==> src/rtl/data_mem_arbiter.sv <==
// Arbiter sharing the single-port data memory between the core load/store
// unit (port 0) and the loader/DMA (port 1). Round-robin tenure with a
// bounded burst length whenever the other port is waiting.
module data_mem_arbiter #(
    parameter int AW        = 8,
    parameter int DW        = 8,
    parameter int MAX_BURST = 4
) (
    input  logic          CLK,
    input  logic          Reset,
    input  logic          r0_req,
    input  logic          r0_we,
    input  logic [AW-1:0] r0_addr,
    input  logic [DW-1:0] r0_wdata,
    output logic          r0_gnt,
    output logic [DW-1:0] r0_rdata,
    output logic          r0_rvalid,
    input  logic          r1_req,
    input  logic          r1_we,
    input  logic [AW-1:0] r1_addr,
    input  logic [DW-1:0] r1_wdata,
    output logic          r1_gnt,
    output logic [DW-1:0] r1_rdata,
    output logic          r1_rvalid,
    output logic [AW-1:0] mem_addr,
    output logic          mem_read,
    output logic          mem_write,
    output logic [DW-1:0] mem_wdata,
    input  logic [DW-1:0] mem_rdata,
    output logic          busy
);

    localparam int CW = (MAX_BURST > 1) ? $clog2(MAX_BURST) : 1;
    localparam logic [CW-1:0] BURST_LAST = CW'(MAX_BURST - 1);

    typedef enum logic [1:0] {
        IDLE = 2'd0,
        OWN0 = 2'd1,
        OWN1 = 2'd2
    } state_e;

    state_e        state_q, state_d;
    logic          last_owner_q, last_owner_d;
    logic [CW-1:0] burst_cnt_q, burst_cnt_d;
    logic [DW-1:0] r0_rdata_q, r0_rdata_d;
    logic [DW-1:0] r1_rdata_q, r1_rdata_d;
    logic          r0_rvalid_q, r0_rvalid_d;
    logic          r1_rvalid_q, r1_rvalid_d;

    logic          own0;
    logic          own1;
    logic          sel_req;
    logic          sel_we;
    logic [AW-1:0] sel_addr;
    logic [DW-1:0] sel_wdata;
    logic          other_req;
    state_e        other_state;
    logic          accept;

    // Memory-side mux: the owning port drives memory; reset blocks any access
    always_comb begin
        own0        = (state_q == OWN0) && !Reset;
        own1        = (state_q == OWN1) && !Reset;
        sel_req     = 1'b0;
        sel_we      = 1'b0;
        sel_addr    = '0;
        sel_wdata   = '0;
        other_req   = 1'b0;
        other_state = IDLE;
        if (own0) begin
            sel_req     = r0_req;
            sel_we      = r0_we;
            sel_addr    = r0_addr;
            sel_wdata   = r0_wdata;
            other_req   = r1_req;
            other_state = OWN1;
        end else if (own1) begin
            sel_req     = r1_req;
            sel_we      = r1_we;
            sel_addr    = r1_addr;
            sel_wdata   = r1_wdata;
            other_req   = r0_req;
            other_state = OWN0;
        end
        accept    = sel_req;
        mem_read  = accept && !sel_we;
        mem_write = accept && sel_we;
        mem_addr  = accept ? sel_addr : '0;
        mem_wdata = accept ? sel_wdata : '0;
    end

    // Next tenure, burst accounting and read-data return for the winning port
    always_comb begin
        state_d      = state_q;
        last_owner_d = last_owner_q;
        burst_cnt_d  = burst_cnt_q;
        r0_rdata_d   = r0_rdata_q;
        r1_rdata_d   = r1_rdata_q;
        r0_rvalid_d  = 1'b0;
        r1_rvalid_d  = 1'b0;

        if (mem_read) begin
            if (own0) begin
                r0_rdata_d  = mem_rdata;
                r0_rvalid_d = 1'b1;
            end else begin
                r1_rdata_d  = mem_rdata;
                r1_rvalid_d = 1'b1;
            end
        end

        case (state_q)
            IDLE: begin
                burst_cnt_d = '0;
                if (r0_req && r1_req) begin
                    state_d = last_owner_q ? OWN0 : OWN1;
                end else if (r0_req) begin
                    state_d = OWN0;
                end else if (r1_req) begin
                    state_d = OWN1;
                end
            end
            OWN0, OWN1: begin
                if (!sel_req) begin
                    last_owner_d = (state_q == OWN1);
                    burst_cnt_d  = '0;
                    state_d      = other_req ? other_state : IDLE;
                end else if ((burst_cnt_q == BURST_LAST) && other_req) begin
                    last_owner_d = (state_q == OWN1);
                    burst_cnt_d  = '0;
                    state_d      = other_state;
                end else if (burst_cnt_q != BURST_LAST) begin
                    burst_cnt_d = burst_cnt_q + 1'b1;
                end
            end
            default: begin
                state_d     = IDLE;
                burst_cnt_d = '0;
            end
        endcase
    end

    // State and returned-data registers with synchronous reset
    always_ff @(posedge CLK) begin
        if (Reset) begin
            state_q      <= IDLE;
            last_owner_q <= 1'b1;
            burst_cnt_q  <= '0;
            r0_rdata_q   <= '0;
            r1_rdata_q   <= '0;
            r0_rvalid_q  <= 1'b0;
            r1_rvalid_q  <= 1'b0;
        end else begin
            state_q      <= state_d;
            last_owner_q <= last_owner_d;
            burst_cnt_q  <= burst_cnt_d;
            r0_rdata_q   <= r0_rdata_d;
            r1_rdata_q   <= r1_rdata_d;
            r0_rvalid_q  <= r0_rvalid_d;
            r1_rvalid_q  <= r1_rvalid_d;
        end
    end

    assign r0_gnt    = own0;
    assign r1_gnt    = own1;
    assign r0_rdata  = r0_rdata_q;
    assign r1_rdata  = r1_rdata_q;
    assign r0_rvalid = r0_rvalid_q;
    assign r1_rvalid = r1_rvalid_q;
    assign busy      = (state_q != IDLE);

endmodule

==> config.mk <==
export PLATFORM = sky130hd
export DESIGN_NAME = data_mem_arbiter
export DESIGN_NICKNAME = d
export VERILOG_FILES = /design/src/rtl/data_mem_arbiter.sv
export SDC_FILE = /design/constraint.sdc
export NUM_CORES = 1
export LEC_CHECK = 0
export ABC_CLOCK_PERIOD_IN_PS = 4500
export CAP_MARGIN = 40
export CORE_MARGIN = 2
export CORE_UTILIZATION = 38
export CTS_BUF_LIST = sky130_fd_sc_hd__clkbuf_16
export DETAILED_ROUTE_END_ITERATION = 7
export GPL_ROUTABILITY_DRIVEN = 0
export PLACE_DENSITY = 0.85
export SYNTH_ARGS = -nofsm -noshare
export SYNTH_HDL_FRONTEND = slang
export SYNTH_SLANG_ARGS = --single-unit
==> constraint.sdc <==
create_clock -name CLK -period 4.5 [get_ports CLK]
set_input_delay 1.125 -clock CLK [delete_from_list [all_inputs] [get_ports CLK]]
set_output_delay 1.125 -clock CLK [all_outputs]
set_load 0.01 [all_outputs]
==> summary.txt, run 1 <==
STA
  • Fmax achieved: 244 MHz
  • Final hold vios: 0
  • Tmin final: 4.11 ns
  • Setup violators final: 0
  • Tcrit/Tclk final: 0.912
  • Clock skew: 0.00106 ns
  • Worst-margin pin slew: 0.825 ns
  • Pins over their slew limit: 0
  • Setup TNS: 0 ns
  • Slew headroom: 0.448
  • Unrepaired setup endpoints after global routing: false
  • Min Hold Slack: 0.464 ns

Global route
  • Vias in the first global route: about 1.3k
  • Grt met2 use: 0.332
  • GR Util met1: 0.221
  • GRT Overall Usage: 0.185
  • Met3 Use GR: 0.0489
  • Grt total ovfl: 0
  • Global-route wire length before repair: 5900 um
  • GRT busiest layer: met2
  • Initial antenna violation count: 0
  • Largest net degree at the start of global routing: 19

Floorplanning
  • Top Ports: 85
  • Die Height: 62.2 um
  • Starting Density: 0.392
  • Core footprint: 3280 um^2
  • FP Rows: 21
  • Die W: 62.2 um
  • Die area: 3870 um^2

Clock network
  • CTS tree: built
  • Resized Gates After CTS: 0
  • Total setup buffers inserted after CTS: 0
  • H-tree lvl count: 1
  • Cts hold-fix bufs: 0
  • Clock-pin slew on the worst setup and hold paths: 0.06 ns
  • CTS max path bufs: 2
  • CTS Sinks: 23
  • Clk Latency, worst-skew pair: 0.25 ns
  • Root Buffer: clkbuf_16
  • TritonCTS buffer count: 3

Power and ir drop
  • Final Power: 578 uW
  • Power density cells: 258 nW/um^2
  • Pleak: 0.785 nW
  • IR drop worst, VDD: 0.230 mV

Min path
  • Origin of the worst min-delay path: r0_rdata[2]
  • Hold Crit Class: register to register

Cells and area
  • Nets: 287
  • Antenna cells: 0
  • Commonest non-fill, non-tap cell in the layout: clkdlybuf4s50_1
  • Area grow syn2layout: 74.3%
  • Most frequent cells in the layout: clkdlybuf4s50_1, nor2_1, dfxtp_1, a22oi_1, nand2b_1
  • Share of cells above drive strength 1: 0.0511
  • Core Util, Final: 0.683
  • Fin area: 2240 um^2

Flow run
  • MaxCap Viol Count: 0

Critical path
  • Max incr delay on CP: 0.59 ns
  • Worst setup EP type: primary output
  • CP Cell Sequence: clkdlybuf4s50_1 -> nand2_1 -> a21o_1 -> nor2_1 -> clkdlybuf4s50_1
  • CP max-delay cell: clkdlybuf4s50_1
  • Critical path launch point: r0_req
  • Worst Path Required: about 3.4 ns
  • CP arrival: slightly below 3 ns
  • Critical Path Source Type: input port
  • Crit-path max FO: 18
  • CP dominant cell by count: clkdlybuf4s50_1
  • Worst R2R Start: state_q[1]
  • CP Class: input port to primary output

Route
  • TritonRoute pass-1 iters: 4
  • DRC: 0
  • Post-DR wirelength/cell: 12.8 um
  • Total number of vias: ~1.4k
  • Drt via density: 4.83
  • Routed wire length: about 3600 um
  • Initial DRC count: 52
  • Final ANT Viol Nets: 0

Yosys
  • Yosys cell types: 30
  • Post-synthesis register bit count: 23
  • Most used flip-flop cell after synthesis: dfxtp_1
  • Syn. warnings: 0
  • Sequential fraction of the synthesis area: 0.358
  • Mapped Cells: 153
  • Mapped Area: approximately 1300 um^2
  • Mean Syn Cell Area: 8.41 um^2
  • Syn Nets: 204
  • Asr flop ratio synth: 0
  • EDFF count, synth: 0

Placed design
  • HPWL after DPL: 2820 um
  • Port Buffer Count: 84
  • Placed Instance Area: 2160 um^2

Outcome
  • Status: complete, no violations
cells in the mapped netlist (all sizes together) (4+ instances only):
cell type	count	area share
ha	5	0.049
a22oi	16	0.093
nand2b	13	0.063
buf	8	0.037
o21ai	9	0.035
nor2b	4	0.019
mux2i	11	0.086
nor2	29	0.085
a21oi	4	0.016
dfxtp	23	0.36
nand2	10	0.029
cell families after synthesis:
group / after synthesis / share of synthesized area
compound gates: 35 / 0.188
mux: 11 / 0.0856
xor+xnor: 1 / 0.00681
fa+ha+maj: 5 / 0.0486
simple gates: 64 / 0.259
flops: 23 / 0.358
buf+inv: 14 / 0.0545
routing by layer:
metal | routed length, um | vias up | share of wire
met5 | 0 | - | 0
met4 | 53 | 0 | 0.015
met3 | 150 | 8 | 0.042
met2 | 1800 | 31 | 0.50
met1 | 1590 | 624 | 0.44
li1 | - | 693 | -
path summary, 6_finish.rpt:
check / endpoint / slack [ns] / cells past startpoint
hold reg to reg: r0_rdata[2] / 0.46 / 2
setup reg to reg: r1_rdata[6] / 2.50 / 7
setup / recovery: mem_wdata[1] / 0.39 / 5
hold / removal: r0_rdata[2] / 0.46 / 2
layout make-up:
cell class,instances,area [um^2]
clock buffers,3,75.1
clock inverters,1,3.75
fillers,271,1040
inverters,3,11.3
multi-input cells,116,756
flip-flops and latches,23,460
well taps,46,57.6
repair buffers,89,878
where the power goes:
| group | total [mW] | leakage (nW) | switching (mW) | internal (mW) |
|---|---|---|---|---|
| clock network | 0.186 | 0.0423 | 0.0672 | 0.118 |
| registers | 0.221 | 0.186 | 0.00653 | 0.214 |
| logic | 0.172 | 0.557 | 0.0748 | 0.0974 |
worst max-delay path, delay by kind of cell:
| family | cells | cell delay [ns] |
|---|---|---|
| buf+inv | 2 | 1.15 |
| compound gates | 1 | 0.38 |
| simple gates | 2 | 0.33 |
registers in the layout, indices dropped and copies added (netlist names):
name and cells:
r0_rvalid 1, state_q 2, last_owner_q 1, r0_rdata 8, r1_rdata 8, r1_rvalid 1
burst_cnt_q 2
metrics by stage:
stage / setup WS (ns) / cells
floorplan: 1.22 / 153
global route: 0.252 / 281
global placement: 0.423 / 277
CTS: 0.386 / 281
finish: 0.394 / 281
detailed placement: 0.390 / 277
(Power assumes the default switching activity.)
==> run 2: changes to the inputs <==
CORE_UTILIZATION = 40   (was 38)
CTS_BUF_LIST = sky130_fd_sc_hd__clkbuf_2 sky130_fd_sc_hd__clkbuf_4 sky130_fd_sc_hd__clkbuf_8   (was sky130_fd_sc_hd__clkbuf_16)
PLACE_DENSITY = 0.89   (was 0.85)
==> run 2 against run 1 <==
Effect of this change:
- global-route usage grew 3.0 points
- wire length grew 11%
- sequential share of layout area grew 0.48 points
- first-iteration DRC count grew 37%
- count of clock-buffer cells in the layout grew 1
- worst setup slack lost 0.037 ns
==> summary.txt, run 2 (synthesis results as in run 1) <==
Outcome
  • Status: complete, no violations (unchanged)

Placed design
  • HPWL after DPL: 3140 um (was 2820 um)
  • Port Buffer Count: 84 (unchanged)
  • # placed instances: 275 (was 277)

Clock network
  • TritonCTS buffer count: 3 (unchanged)
  • CTS Sinks: 23 (unchanged)
  • Resized Gates After CTS: 0 (unchanged)
  • Root Buffer: clkbuf_4 (was clkbuf_16)
  • CTS max path bufs: 2 (unchanged)
  • Total setup buffers inserted after CTS: 0 (unchanged)
  • Clock-pin slew on the worst setup and hold paths: 0.12 ns (was 0.06 ns)
  • CTS tree: built (unchanged)
  • Cts hold-fix bufs: 0 (unchanged)
  • Clk Latency, worst-skew pair: 0.31 ns (was 0.25 ns)
  • H-tree lvl count: 1 (unchanged)

Power and ir drop
  • Int Pwr: 352 uW (was 430 uW)
  • Power density cells: 227 nW/um^2 (was 258 nW/um^2)
  • IR drop worst, VDD: 0.182 mV (was 0.230 mV)
  • Reg power frac: 0.444 (was 0.381)
  • Clock power share: 0.203 (was 0.321)
  • Sw Ratio: 0.291 (was 0.257)
  • Reported net switching power: 145 uW (was 149 uW)
  • Pleak: 0.762 nW (was 0.785 nW)
  • Final Power: 497 uW (was 578 uW)
  • Combinational share of power: 0.353 (was 0.298)

Floorplanning
  • Die W: 60.7 um (was 62.2 um)
  • Die Height: 60.7 um (was 62.2 um)
  • Top Ports: 85 (unchanged)
  • Core footprint: 3050 um^2 (was 3280 um^2)
  • FP Rows: 20 (was 21)
  • Starting Density: 0.421 (was 0.392)
  • Die area: 3690 um^2 (was 3870 um^2)

STA
  • Fmax achieved: 241 MHz (was 244 MHz)
  • Slew headroom: 0.431 (was 0.448)
  • Clock skew: 0.00192 ns (was 0.00106 ns)
  • Tmin final: 4.14 ns (was 4.11 ns)
  • Setup violators final: 0 (unchanged)
  • Final hold vios: 0 (unchanged)
  • Tcrit/Tclk final: 0.921 (was 0.912)
  • Pins over their slew limit: 0 (unchanged)
  • Unrepaired setup endpoints after global routing: false (unchanged)
  • Setup TNS: 0 ns (unchanged)
  • Worst-margin pin slew: 0.850 ns (was 0.825 ns)

Route
  • Initial DRC count: 71 (was 52)
  • Routed wire length: 4000 um (was 3590 um)
  • Total number of vias: 1402 (was 1356)
  • Drt via density: 5.03 (was 4.83)
  • DRC: 0 (unchanged)
  • Final ANT Viol Nets: 0 (unchanged)
  • Post-DR wirelength/cell: 14.4 um (was 12.8 um)
  • TritonRoute pass-1 iters: 4 (unchanged)

Critical path
  • CP Class: input port to primary output (unchanged)
  • Crit-path max FO: 18 (unchanged)
  • R2R Setup Slk: 2.45 ns (was 2.50 ns)
  • Critical Path Source Type: input port (unchanged)
  • Worst setup EP type: primary output (unchanged)
  • CP arrival: 3.02 ns (was 2.98 ns)
  • Worst Path Required: 3.38 ns (about the same)

Cells and area
  • Multi-input combinational cell area: 756 um^2 (unchanged)
  • Final Non-Filler Cells: 279 (was 281)
  • Most frequent cells in the layout: clkdlybuf4s50_1, nor2_1, dfxtp_1, a22oi_1, nand2b_1 (unchanged)
  • Antenna cells: 0 (unchanged)
  • Area grow syn2layout: 70.3% (was 74.3%)
  • Share of cells above drive strength 1: 0.0553 (was 0.0511)
  • Nets: 287 (unchanged)
  • Core Util, Final: 0.718 (was 0.683)
  • Fillers: 248 (was 271)
  • Commonest non-fill, non-tap cell in the layout: clkdlybuf4s50_1 (unchanged)
  • Register area: 460 um^2 (unchanged)

Flow run
  • MaxCap Viol Count: 0 (unchanged)

Global route
  • Global-route wire length before repair: 5950 um (was 5900 um)
  • Initial antenna violation count: 0 (unchanged)
  • Vias in the first global route: 1314 (was 1283)
  • Largest net degree at the start of global routing: 19 (unchanged)
  • Grt total ovfl: 0 (unchanged)
  • GRT Overall Usage: 0.215 (was 0.185)

Min path
  • Hold Crit Class: register to register (unchanged)
run 2: cell types whose count changed in the layout (fill, tap and decap cells not counted):
cell and delta:
clkbuf_4 +4, clkbuf_16 -3, inv_1 -1
run 2: stage by stage:
stage	setup WS (ns)	instance area, um^2	hold slack, ns
2_1_floorplan	1.22	1290	0.466
3_3_place_gp	0.418	2160	0.452
3_5_place_dp	0.369	2160	0.460
4_1_cts	0.356	2190	0.481
5_1_grt	0.247	2190	0.505
6_report	0.357	2190	0.477
run 2: final timing paths:
kind                    start     endpoint  cells after the start
setup / recovery       r1_req  mem_addr[6]                      5
hold / removal    r0_rdata[5]  r0_rdata[5]                      2
setup reg to reg   state_q[1]  r0_rdata[1]                      6
hold reg to reg   r0_rdata[5]  r0_rdata[5]                      2
run 2: metal layers:
| layer | up-vias | GRT usage | share of wire |
|---|---|---|---|
| met2 | 31 | 0.358 | 0.54 |
| met1 | 671 | 0.268 | 0.40 |
| met5 | - | 0 | 0 |
| met4 | 0 | 0.0963 | 0.021 |
| li1 | 692 | - | - |
| met3 | 8 | 0.0426 | 0.036 |
run 2: layout make-up:
cell class,count,area share
tap,44,0.0251
inverter,3,0.00514
multi-input combinational,116,0.345
timing repair buffer,89,0.401
clock buffer,4,0.0137
sequential,23,0.210
run 2: critical path: stages:
cell and delay, ns:
clkdlybuf4s50_1 0.57, nand3b_1 0.15, a21o_1 0.39, nor2_1 0.21, clkdlybuf4s50_1 0.56
run 2: power groups by stage:
stage	Clock [mW]	Combinational, mW	Sequential (mW)
after global placement	0	0.172	0.225
final	0.101	0.175	0.221
after global routing	0.112	0.193	0.223
after floorplan	0	0.0945	0.226
after CTS	0.104	0.176	0.221
after detailed placement	0	0.175	0.225
